File: src/rtl/alu_result_stage.sv
// ALU result stage: registers each ALU result and routes it to register write-back or a store handshake.
// Optional same-cycle forwarding outputs are built when ALU_RESULT_FORWARD_EN is defined.

package definitions;
  localparam int DATA_WIDTH = 8;
  localparam int FUNC_WIDTH = 4;

  localparam int FUNC_ADD = 0;
  localparam int FUNC_SUB = 1;
  localparam int FUNC_AND = 2;
  localparam int FUNC_OR  = 3;
  localparam int FUNC_NOT = 4;
  localparam int FUNC_LSS = 5;
  localparam int FUNC_EQL = 6;
  localparam int FUNC_GRT = 7;
  localparam int FUNC_SV  = 8;
endpackage

module alu_result_stage #(
  parameter int DATA_WIDTH     = definitions::DATA_WIDTH,
  parameter int FUNC_WIDTH     = definitions::FUNC_WIDTH,
  parameter int REG_ADDR_WIDTH = 3,
  parameter int MEM_ADDR_WIDTH = 8
) (
  input  logic                      _clk,
  input  logic                      _reset,
  input  logic                      _valid,
  output logic                      ready,
  input  logic [DATA_WIDTH-1:0]     _result,
  input  logic                      _overflow,
  input  logic                      _compareBit,
  input  logic [FUNC_WIDTH-1:0]     _funcCode,
  input  logic [REG_ADDR_WIDTH-1:0] _destReg,
  input  logic [MEM_ADDR_WIDTH-1:0] _storeAddr,
  input  logic                      _flush,
  input  logic                      _clearOverflow,
  output logic                      wbWriteEn,
  output logic [REG_ADDR_WIDTH-1:0] wbReg,
  output logic [DATA_WIDTH-1:0]     wbData,
  output logic                      memReq,
  output logic [MEM_ADDR_WIDTH-1:0] memAddr,
  output logic [DATA_WIDTH-1:0]     memData,
  input  logic                      _memAck,
`ifdef ALU_RESULT_FORWARD_EN
  output logic                      fwdValid,
  output logic [REG_ADDR_WIDTH-1:0] fwdReg,
  output logic [DATA_WIDTH-1:0]     fwdData,
`endif
  output logic                      compareFlag,
  output logic                      overflowFlag
);

  typedef enum logic {IDLE, STORE} state_t;

  state_t                    state_q, state_d;
  logic                      wbWriteEn_q, wbWriteEn_d;
  logic [REG_ADDR_WIDTH-1:0] wbReg_q, wbReg_d;
  logic [DATA_WIDTH-1:0]     wbData_q, wbData_d;
  logic                      memReq_q, memReq_d;
  logic [MEM_ADDR_WIDTH-1:0] memAddr_q, memAddr_d;
  logic [DATA_WIDTH-1:0]     memData_q, memData_d;
  logic                      compareFlag_q, compareFlag_d;
  logic                      overflowFlag_q, overflowFlag_d;

  logic accept;
  logic is_sv;
  logic is_cmp;

  assign ready  = (state_q == IDLE);
  assign accept = _valid & ready & ~_flush;
  assign is_sv  = (_funcCode == FUNC_WIDTH'(definitions::FUNC_SV));
  assign is_cmp = (_funcCode == FUNC_WIDTH'(definitions::FUNC_NOT)) ||
                  (_funcCode == FUNC_WIDTH'(definitions::FUNC_LSS)) ||
                  (_funcCode == FUNC_WIDTH'(definitions::FUNC_EQL)) ||
                  (_funcCode == FUNC_WIDTH'(definitions::FUNC_GRT));

  always_comb begin
    state_d        = state_q;
    wbWriteEn_d    = 1'b0;
    wbReg_d        = wbReg_q;
    wbData_d       = wbData_q;
    memReq_d       = memReq_q;
    memAddr_d      = memAddr_q;
    memData_d      = memData_q;
    compareFlag_d  = compareFlag_q;
    overflowFlag_d = overflowFlag_q;

    case (state_q)
      IDLE: begin
        if (accept) begin
          if (is_sv) begin
            state_d   = STORE;
            memReq_d  = 1'b1;
            memAddr_d = _storeAddr;
            memData_d = _result;
          end else begin
            wbWriteEn_d = 1'b1;
            wbReg_d     = _destReg;
            wbData_d    = _result;
          end
        end
      end
      STORE: begin
        // Store payload stays frozen until memory takes it.
        if (_memAck) begin
          state_d  = IDLE;
          memReq_d = 1'b0;
        end
      end
      default: state_d = IDLE;
    endcase

    if (accept && is_cmp) compareFlag_d = _compareBit;

    // A new overflow beats a simultaneous clear so no event is lost.
    if (accept && _overflow)  overflowFlag_d = 1'b1;
    else if (_clearOverflow)  overflowFlag_d = 1'b0;
  end

  always_ff @(posedge _clk) begin
    if (_reset) begin
      state_q        <= IDLE;
      wbWriteEn_q    <= 1'b0;
      wbReg_q        <= '0;
      wbData_q       <= '0;
      memReq_q       <= 1'b0;
      memAddr_q      <= '0;
      memData_q      <= '0;
      compareFlag_q  <= 1'b0;
      overflowFlag_q <= 1'b0;
    end else begin
      state_q        <= state_d;
      wbWriteEn_q    <= wbWriteEn_d;
      wbReg_q        <= wbReg_d;
      wbData_q       <= wbData_d;
      memReq_q       <= memReq_d;
      memAddr_q      <= memAddr_d;
      memData_q      <= memData_d;
      compareFlag_q  <= compareFlag_d;
      overflowFlag_q <= overflowFlag_d;
    end
  end

  assign wbWriteEn    = wbWriteEn_q;
  assign wbReg        = wbReg_q;
  assign wbData       = wbData_q;
  assign memReq       = memReq_q;
  assign memAddr      = memAddr_q;
  assign memData      = memData_q;
  assign compareFlag  = compareFlag_q;
  assign overflowFlag = overflowFlag_q;

`ifdef ALU_RESULT_FORWARD_EN
  assign fwdValid = accept & ~is_sv;
  assign fwdReg   = _destReg;
  assign fwdData  = _result;
`endif

endmodule

File: config.mk
export PLATFORM = sky130hd
export DESIGN_NAME = alu_result_stage
export DESIGN_NICKNAME = d
export VERILOG_FILES = /design/src/rtl/alu_result_stage.sv
export SDC_FILE = /design/constraint.sdc
export NUM_CORES = 1
export LEC_CHECK = 0
export CORE_ASPECT_RATIO = 0.75
export CORE_MARGIN = 1.5
export CORE_UTILIZATION = 33
export CTS_BUF_LIST = sky130_fd_sc_hd__clkbuf_4 sky130_fd_sc_hd__clkbuf_8
export DETAILED_ROUTE_END_ITERATION = 16
export GPL_TIMING_DRIVEN = 0
export PLACE_DENSITY_LB_ADDON = 0.25
export SLEW_MARGIN = 20
export SYNTH_ARGS = -nofsm -noshare
export SYNTH_HDL_FRONTEND = slang
export SYNTH_SLANG_ARGS = --single-unit
File: constraint.sdc
create_clock -name _clk -period 3.82 [get_ports _clk]
set_clock_uncertainty 0.2 [all_clocks]
set_input_delay 0.573 -clock _clk [delete_from_list [all_inputs] [get_ports _clk]]
set_output_delay 0.573 -clock _clk [all_outputs]
set_load 0.03 [all_outputs]
**Yosys cells after proc, flatten, opt, wreduce, memory -nomap -nowiden**

Index checks and enable logic that the tools add are counted.

- Input port bits: 31
- Output and inout bits: 32
- Flip-flop bits (word level): 32

- Bitwise logic cells: 6
- Eq/ne operators: 8
- Reduce and logical (&&, ||, !) cells: 10
- Mux-type cells: 11

Operators with widths:

| operator | count |
|---|---|
| $eq A4 B3 Y1 const B | 4 |
| $mux W1 | 9 |
| $reduce_and A3 Y1 | 3 |
| $eq A4 B4 Y1 const B | 1 |
| $ne A2 B1 Y1 const B | 2 |
| $not A1 Y1 | 4 |
| $pmux W1 S2 | 2 |
| $logic_or A1 B1 Y1 | 3 |
| $reduce_or A3 Y1 | 1 |
| $and A1 B1 Y1 | 2 |
| $logic_and A1 B1 Y1 | 2 |
| $ne A2 B2 Y1 const B | 1 |
| $reduce_bool A2 Y1 | 1 |

**Depth between registers and ports, before layout**

Gate-level depths: netlist (run 1).

- Depth in word-level cells: 5
- Mapped depth: 5
- Depth with buffers taken out: 3

**Worst setup path before layout (run 1)**

OpenSTA, ideal clock, no wires.

- Kind: in2reg
- From: input _funcCode[1]
- To: register memAddr_q[1] (netlist: memAddr[1])
- Cell stages on the path: 5
- Path buffers: 2
- Arrival: 1.536 ns
- Setup time: 0.132 ns
- Setup slack: 1.952 ns
- Data required time: 3.488 ns
- Cell sequence: or4b_1 -> buf_6 -> buf_8 -> o21ai_1 -> a21oi_1

- Cells in the longest elaborated chain, start to end: 2

Ends and longest elaborated chain:

| what | RTL line | source |
|---|---|---|
| from (decl) | 32 | `input logic [FUNC_WIDTH-1:0] _funcCode,` |
| $eq A4 B4 Y1 | 71 | `assign is_sv = (_funcCode == FUNC_WIDTH'(definitions::FUNC_SV));` |
| $reduce_and A3 Y1 (no line) | n/a |  |
| to (signal assigned) | 137 | `memAddr_q <= memAddr_d;` |
| to (decl) | 60 | `logic [MEM_ADDR_WIDTH-1:0] memAddr_q, memAddr_d;` |

No other way between the ends.
A chain may end at the register's enable or synchronous reset.

**Worst setup path after layout (run 1)**

- From: register state_q
- To: output ready

- Cells in the longest elaborated chain, start to end: 1

Ends and longest elaborated chain:

| what | RTL line | source |
|---|---|---|
| from (decl) | 55 | `state_t state_q, state_d;` |
| from (signal assigned) | 132 | `state_q <= state_d;` |
| $not A1 Y1 (no line) | n/a |  |
| to (decl) | 28 | `output logic ready,` |

No other way between the ends.

==> results.cfg, run 1 <==
[finish]
finalInstanceArea_um2 = 2040
diodes = 0
drive_gt1_frac = 0.0926
final_cell_mix = clkdlybuf4s50_1, dfxtp_1, a21oi_1
final_common_cell = clkdlybuf4s50_1
nNetsFinal = 247
area.growth.synth_to_final_pct = 62.4

[timing]
max_freq_ghz = 0.469
finalCritPeriodShare = 0.558
fin_crit_ns = 2.13
setup_slack_ns = 1.69
relSlewSlack = 0.697
maxSlewViolCount = 0
final-hold-violation-count = 0
worst_slew_pin_slew_ns = 0.455
finalSetupViolations = 0
tns_ns = 0
grt_setup_unrepaired = false

[worst_setup_path]
critical_path.startpoint = state_q$_SDFF_PP0_
worstReg2RegStart = state_q$_SDFF_PP0_
critPathCaptureType = output port
r2r_cells = 5
worst-path-buf-inv = 2
cpMaxStageDelayCell = clkdlybuf4s50_1
path_depth = 2
critical_path.top_delay_family = buffers and inverters
crit_required_ns = 3.05
path_cells = inv_1 -> clkdlybuf4s50_1
crit_path_end = ready
cp.arrival_ns = 1.36
cp_max_fo = 5
r2r_end = memData[6]$_SDFFE_PP0P_
rrSetupSlack_ns = 2.12
cp-start-kind = flop
slowest_delay_ns = 0.66
critPathKind = reg2out

[grt]
grt-ovfl-total = 0
grt_first_pass_wirelength_mm = 5.57
antenna_found_initial = 0
grt_max_degree = 11
grt_pass1_vias = 1151
track_usage = 0.179

[floorplan]
die_x_um = 74.2
fp-row-count = 19
design.die.area_um2 = 4180
ios = 63
start_util = 0.345
coreArea_um2 = 3640
die_y_um = 56.4

[yosys]
ys_seq_area_frac = 0.511
yosysWarnings = 0
synth-simple-area-share = 0.171
syn_nets = 178
ys_types = 22
synth_top_area_frac = 0.511
synth_cells = 147
ys_ff_latch = 32
yosysTopAreaCell = dfxtp_1
synth_compound_area_frac = 0.243
synthMuxAreaShare = 0
synth_top_family_by_area = compound AO/OA/AOI/OAI gates
synth_area_leaders = dfxtp_1, a21oi_1, nand3_1
synthXorXnorAreaFrac = 0
yosys.area_share.adder = 0
synthesis.area_um2 = 1250
synth.avg_cell_area_um2 = 8.53

[place]
dp_slack_ns = 1.45
placed_cell_area_um2 = 1940
place.gp.congestion = 0.762
dp_hpwl_mm = 2.59
place.port_buffers = 62

[routing]
first_pass_iters = 4
via_per_inst = 5.01
route.final.wire_length_mm = 3.57
drc = 0
drtIter0Drc = 112
drt-wirelength-per-cell_um = 13.3
dr_total_vias = 1342
drtAntennaViolNets = 0

[clock_network]
cts_tree = done
clk-insertion-delay-late_ns = 0.29
post_cts_buffers = 0
clk_pin_slew_ns = 0.07
cts.path.max_buffers = 2
cts-root-buf = clkbuf_8
cts_buffers = 5
cts.sinks = 32
cts_resized = 0
htree_levels = 2
cts_hold_buffers = 0

[min_path]
hp-class = reg2reg

[status]
status = complete, no violations

[pwr]
power_density_nw_per_um2 = 357
leakage_nw = 0.687
vdd_drop_max_mv = 0.240

[run]
cap_violations = 0
## area by class of cell
| class | count | area [um2] |
|---|---|---|
| well taps | 52 | 65.1 |
| inverters | 1 | 3.75 |
| clock buffers | 7 | 96.3 |
| multi-input cells | 99 | 518 |
| fillers | 358 | 1600 |
| plain buffers | 15 | 91.3 |
| flip-flops and latches | 32 | 641 |
| repair buffers | 62 | 621 |
## power by group
group          internal, W  switching (W)
Combinational    0.0000523      0.0000514
Clock             0.000160       0.000117
Sequential        0.000342     0.00000382
Total             0.000554       0.000172
## how the worst min path moves through the flow
stage	start	end	slack [ns]	cells past startpoint
final	memReq$_SDFFE_PP0P_	memReq$_SDFFE_PP0P_	0.27	2
after global routing	memReq$_SDFFE_PP0P_	memReq$_SDFFE_PP0P_	0.29	2
after CTS	memReq$_SDFFE_PP0P_	memReq$_SDFFE_PP0P_	0.27	2
after detailed placement	memReq$_SDFFE_PP0P_	memReq$_SDFFE_PP0P_	0.26	2
after global placement	memReq$_SDFFE_PP0P_	memReq$_SDFFE_PP0P_	0.25	2
after floorplan	state_q$_SDFF_PP0_	state_q$_SDFF_PP0_	0.28	2
## Yosys cell counts (all sizes together)
library cell and number:
a21bo 1, a21oi 31, buf 11, clkbuf 4
dfxtp 32, inv 1, nand2 3, nand2b 1
nand3 28, nor2 1, nor2b 2, nor3 1
nor3b 1, nor4b 1, o21ai 27, or3b 1
or4b 1
## logic make-up (layout without fill, tap and decap cells)
| kind of cell | count (synthesis) | after routing |
|---|---|---|
| flip-flops | 32 | 32 |
| buffers and inverters | 16 | 85 |
| AND/OR/NAND/NOR | 40 | 40 |
| AO/OA/AOI/OAI | 59 | 59 |
## metrics by stage
| stage | util | instances | total power, W | hold WS, ns |
|---|---|---|---|---|
| 2_1_floorplan | - | 147 | 0.000398 | 0.284 |
| 3_3_place_gp | 0.533 | 261 | 0.000456 | 0.255 |
| 3_5_place_dp | 0.533 | 261 | 0.000456 | 0.255 |
| 4_1_cts | 0.560 | 268 | 0.000733 | 0.268 |
| 5_1_grt | 0.560 | 268 | 0.000753 | 0.287 |
| 6_report | 0.560 | 268 | 0.000726 | 0.266 |
## flip-flops by register name (all words and copies together) (netlist names)
| name | cells |
|---|---|
| state_q | 1 |
| wbData | 8 |
| compareFlag | 1 |
| memAddr | 8 |
| wbReg | 3 |
| overflowFlag | 1 |
| wbWriteEn | 1 |
| memData | 8 |
| memReq | 1 |
## worst register-to-register path, stage by stage, from the launching register on
cell	delay, ns
dfxtp_1	0.35
or3b_1	0.37
buf_2	0.18
buf_2	0.20
o21ai_0	0.18
a21oi_1	0.09
## routing by layer
| layer | GRT usage | wire length [um] | vias up | share of wire |
|---|---|---|---|---|
| met4 | 0.0794 | 42 | 0 | 0.012 |
| li1 | - | - | 664 | - |
| met1 | 0.263 | 1720 | 609 | 0.48 |
| met2 | 0.239 | 1500 | 64 | 0.42 |
| met3 | 0.0521 | 313 | 5 | 0.088 |
| met5 | 0 | 0 | - | 0 |
No activity file was read; power rests on OpenSTA's default activity.
==> run 2: changes to the inputs <==
- clock period: 3.82 -> 1.75 ns (I/O delays scaled with it)
==> results.cfg, run 2 (synthesis results as in run 1) <==
[timing]
fin_hold_ws_ns = 0.180
max_freq_ghz = 0.593
finalCritPeriodShare = 0.964
relSlewSlack = 0.695
worst_slew_pin_slew_ns = 0.458
setup_slack_ns = 0.0630
finalSetupViolations = 0
fin_crit_ns = 1.69
final-hold-violation-count = 0
grt_setup_unrepaired = true
maxSlewViolCount = 0

[routing]
drc = 0
route.final.wire_length_mm = 3.79
top_layer_used = met4
via_per_inst = 5.03
drtIter0Drc = 110
dr_wl_met3_um = 320
drt-wirelength-per-cell_um = 14.0
wl_met1_mm = 1.84
drtAntennaViolNets = 0
first_pass_iters = 4
wl_met2_mm = 1.57
dr_total_vias = 1363

[finish]
diodes = 0
drive_gt1_frac = 0.137
n_fill_cell = 358
final_cell_mix = dfxtp_1, a21oi_1, nand3_1
nNetsFinal = 250
seq_area_um2 = 641
area.growth.synth_to_final_pct = 69.2
multiInputGateArea_um2 = 558
final_common_cell = dfxtp_1
finalInstanceArea_um2 = 2120
fin_util = 0.583

[grt]
antenna_found_initial = 0
grt_max_degree = 11
grt-ovfl-total = 0
track_usage = 0.180
grt_pass1_vias = 1160
grt_first_pass_wirelength_mm = 5.60

[status]
status = complete, no violations

[clock_network]
clk_pin_slew_ns = 0.07
clk-insertion-delay-late_ns = 0.29
cts_hold_buffers = 0
cts-root-buf = clkbuf_8
cts_tree = done
htree_levels = 2
cts_buffers = 5
cts.path.max_buffers = 2
cts.sinks = 32

[place]
place.port_buffers = 62
placed_cell_area_um2 = 1940
place.gp.congestion = 0.762
dp_slack_ns = -0.310
dp_hpwl_mm = 2.59

[run]
cap_violations = 0

[floorplan]
die_y_um = 56.4
start_util = 0.345
die_x_um = 74.2
coreArea_um2 = 3640
ios = 63
fp-row-count = 19
design.die.area_um2 = 4180

[pwr]
p_int_w = 0.00121
leakage_nw = 1.06
vdd_drop_max_mv = 0.526
power_density_nw_per_um2 = 753
p_switching_w = 0.000390
switching_share = 0.244
seqPwrFrac = 0.472
power_w = 0.00160
clkPwrFrac = 0.384
p_comb_frac = 0.145

[worst_setup_path]
cp.arrival_ns = 1.64
crit_required_ns = 1.70
critPathCaptureType = flop
cp-start-kind = input pin
critPathKind = in2reg
cp_max_fo = 10

[min_path]
hp-class = in2reg
[run 2: cell types whose count changed in the layout (fill, tap and decap cells not counted), moves of 2 or more]
cell and delta:
buf_4 +4, buf_2 -4, o21ai_2 +3, or4b_4 +2, o21ai_0 -4, dlymetal6s2s_1 +16
dlygate4sd2_1 +20, clkdlybuf4s50_1 -36
[run 2: path summary, 6_finish.rpt]
path	slack [ns]	start	cells past startpoint	to
hold reg to reg	0.26	memReq$_SDFFE_PP0P_	2	memReq$_SDFFE_PP0P_
setup / recovery	0.06	_valid	6	memData[6]$_SDFFE_PP0P_
setup reg to reg	0.12	state_q$_SDFF_PP0_	5	memData[6]$_SDFFE_PP0P_
hold / removal	0.18	_funcCode[3]	4	compareFlag$_SDFFE_PP0P_
[run 2: critical path: stages]
cell and delay [ns]:
clkdlybuf4s50_1 0.47, or3b_1 0.34, clkbuf_4 0.19, buf_6 0.16, o21ai_1 0.13, a21oi_1 0.08
[run 2: layout make-up]
| type | instances | area share |
|---|---|---|
| multi-input cells | 100 | 0.263 |
| flip-flops and latches | 32 | 0.302 |
| inverters | 1 | 0.00177 |
| repair buffers | 65 | 0.310 |
| plain buffers | 14 | 0.0466 |
| well taps | 52 | 0.0307 |
| clock buffers | 7 | 0.0454 |
[run 2: power groups by stage]
stage / combinational, W / sequential, W / clock (W)
after floorplan: 0.0000654 / 0.000803 / 0
after global placement: 0.000224 / 0.000770 / 0
after detailed placement: 0.000225 / 0.000770 / 0
after CTS: 0.000220 / 0.000754 / 0.000619
after global routing: 0.000247 / 0.000755 / 0.000647
final: 0.000231 / 0.000754 / 0.000612
[run 2: routing by layer]
layer  track usage  vias to the layer above
li1              -                      673
met1         0.262                      616
met2         0.241                       67
met3        0.0521                        7
met4        0.0794                        0
met5             0                        -
[run 2: what timing repair did]
item                       CTS  global route
buffers inserted             0             3
pin swaps                    0             1
setup endpoints to repair   26            38
cloned                       0             1
resized for setup           23            32
[run 2: through the flow]
step                TNS (ns)  cells
floorplan                  0    147
global placement       -8.30    261
detailed placement     -8.58    261
CTS                        0    268
global route               0    271
finish                     0    271
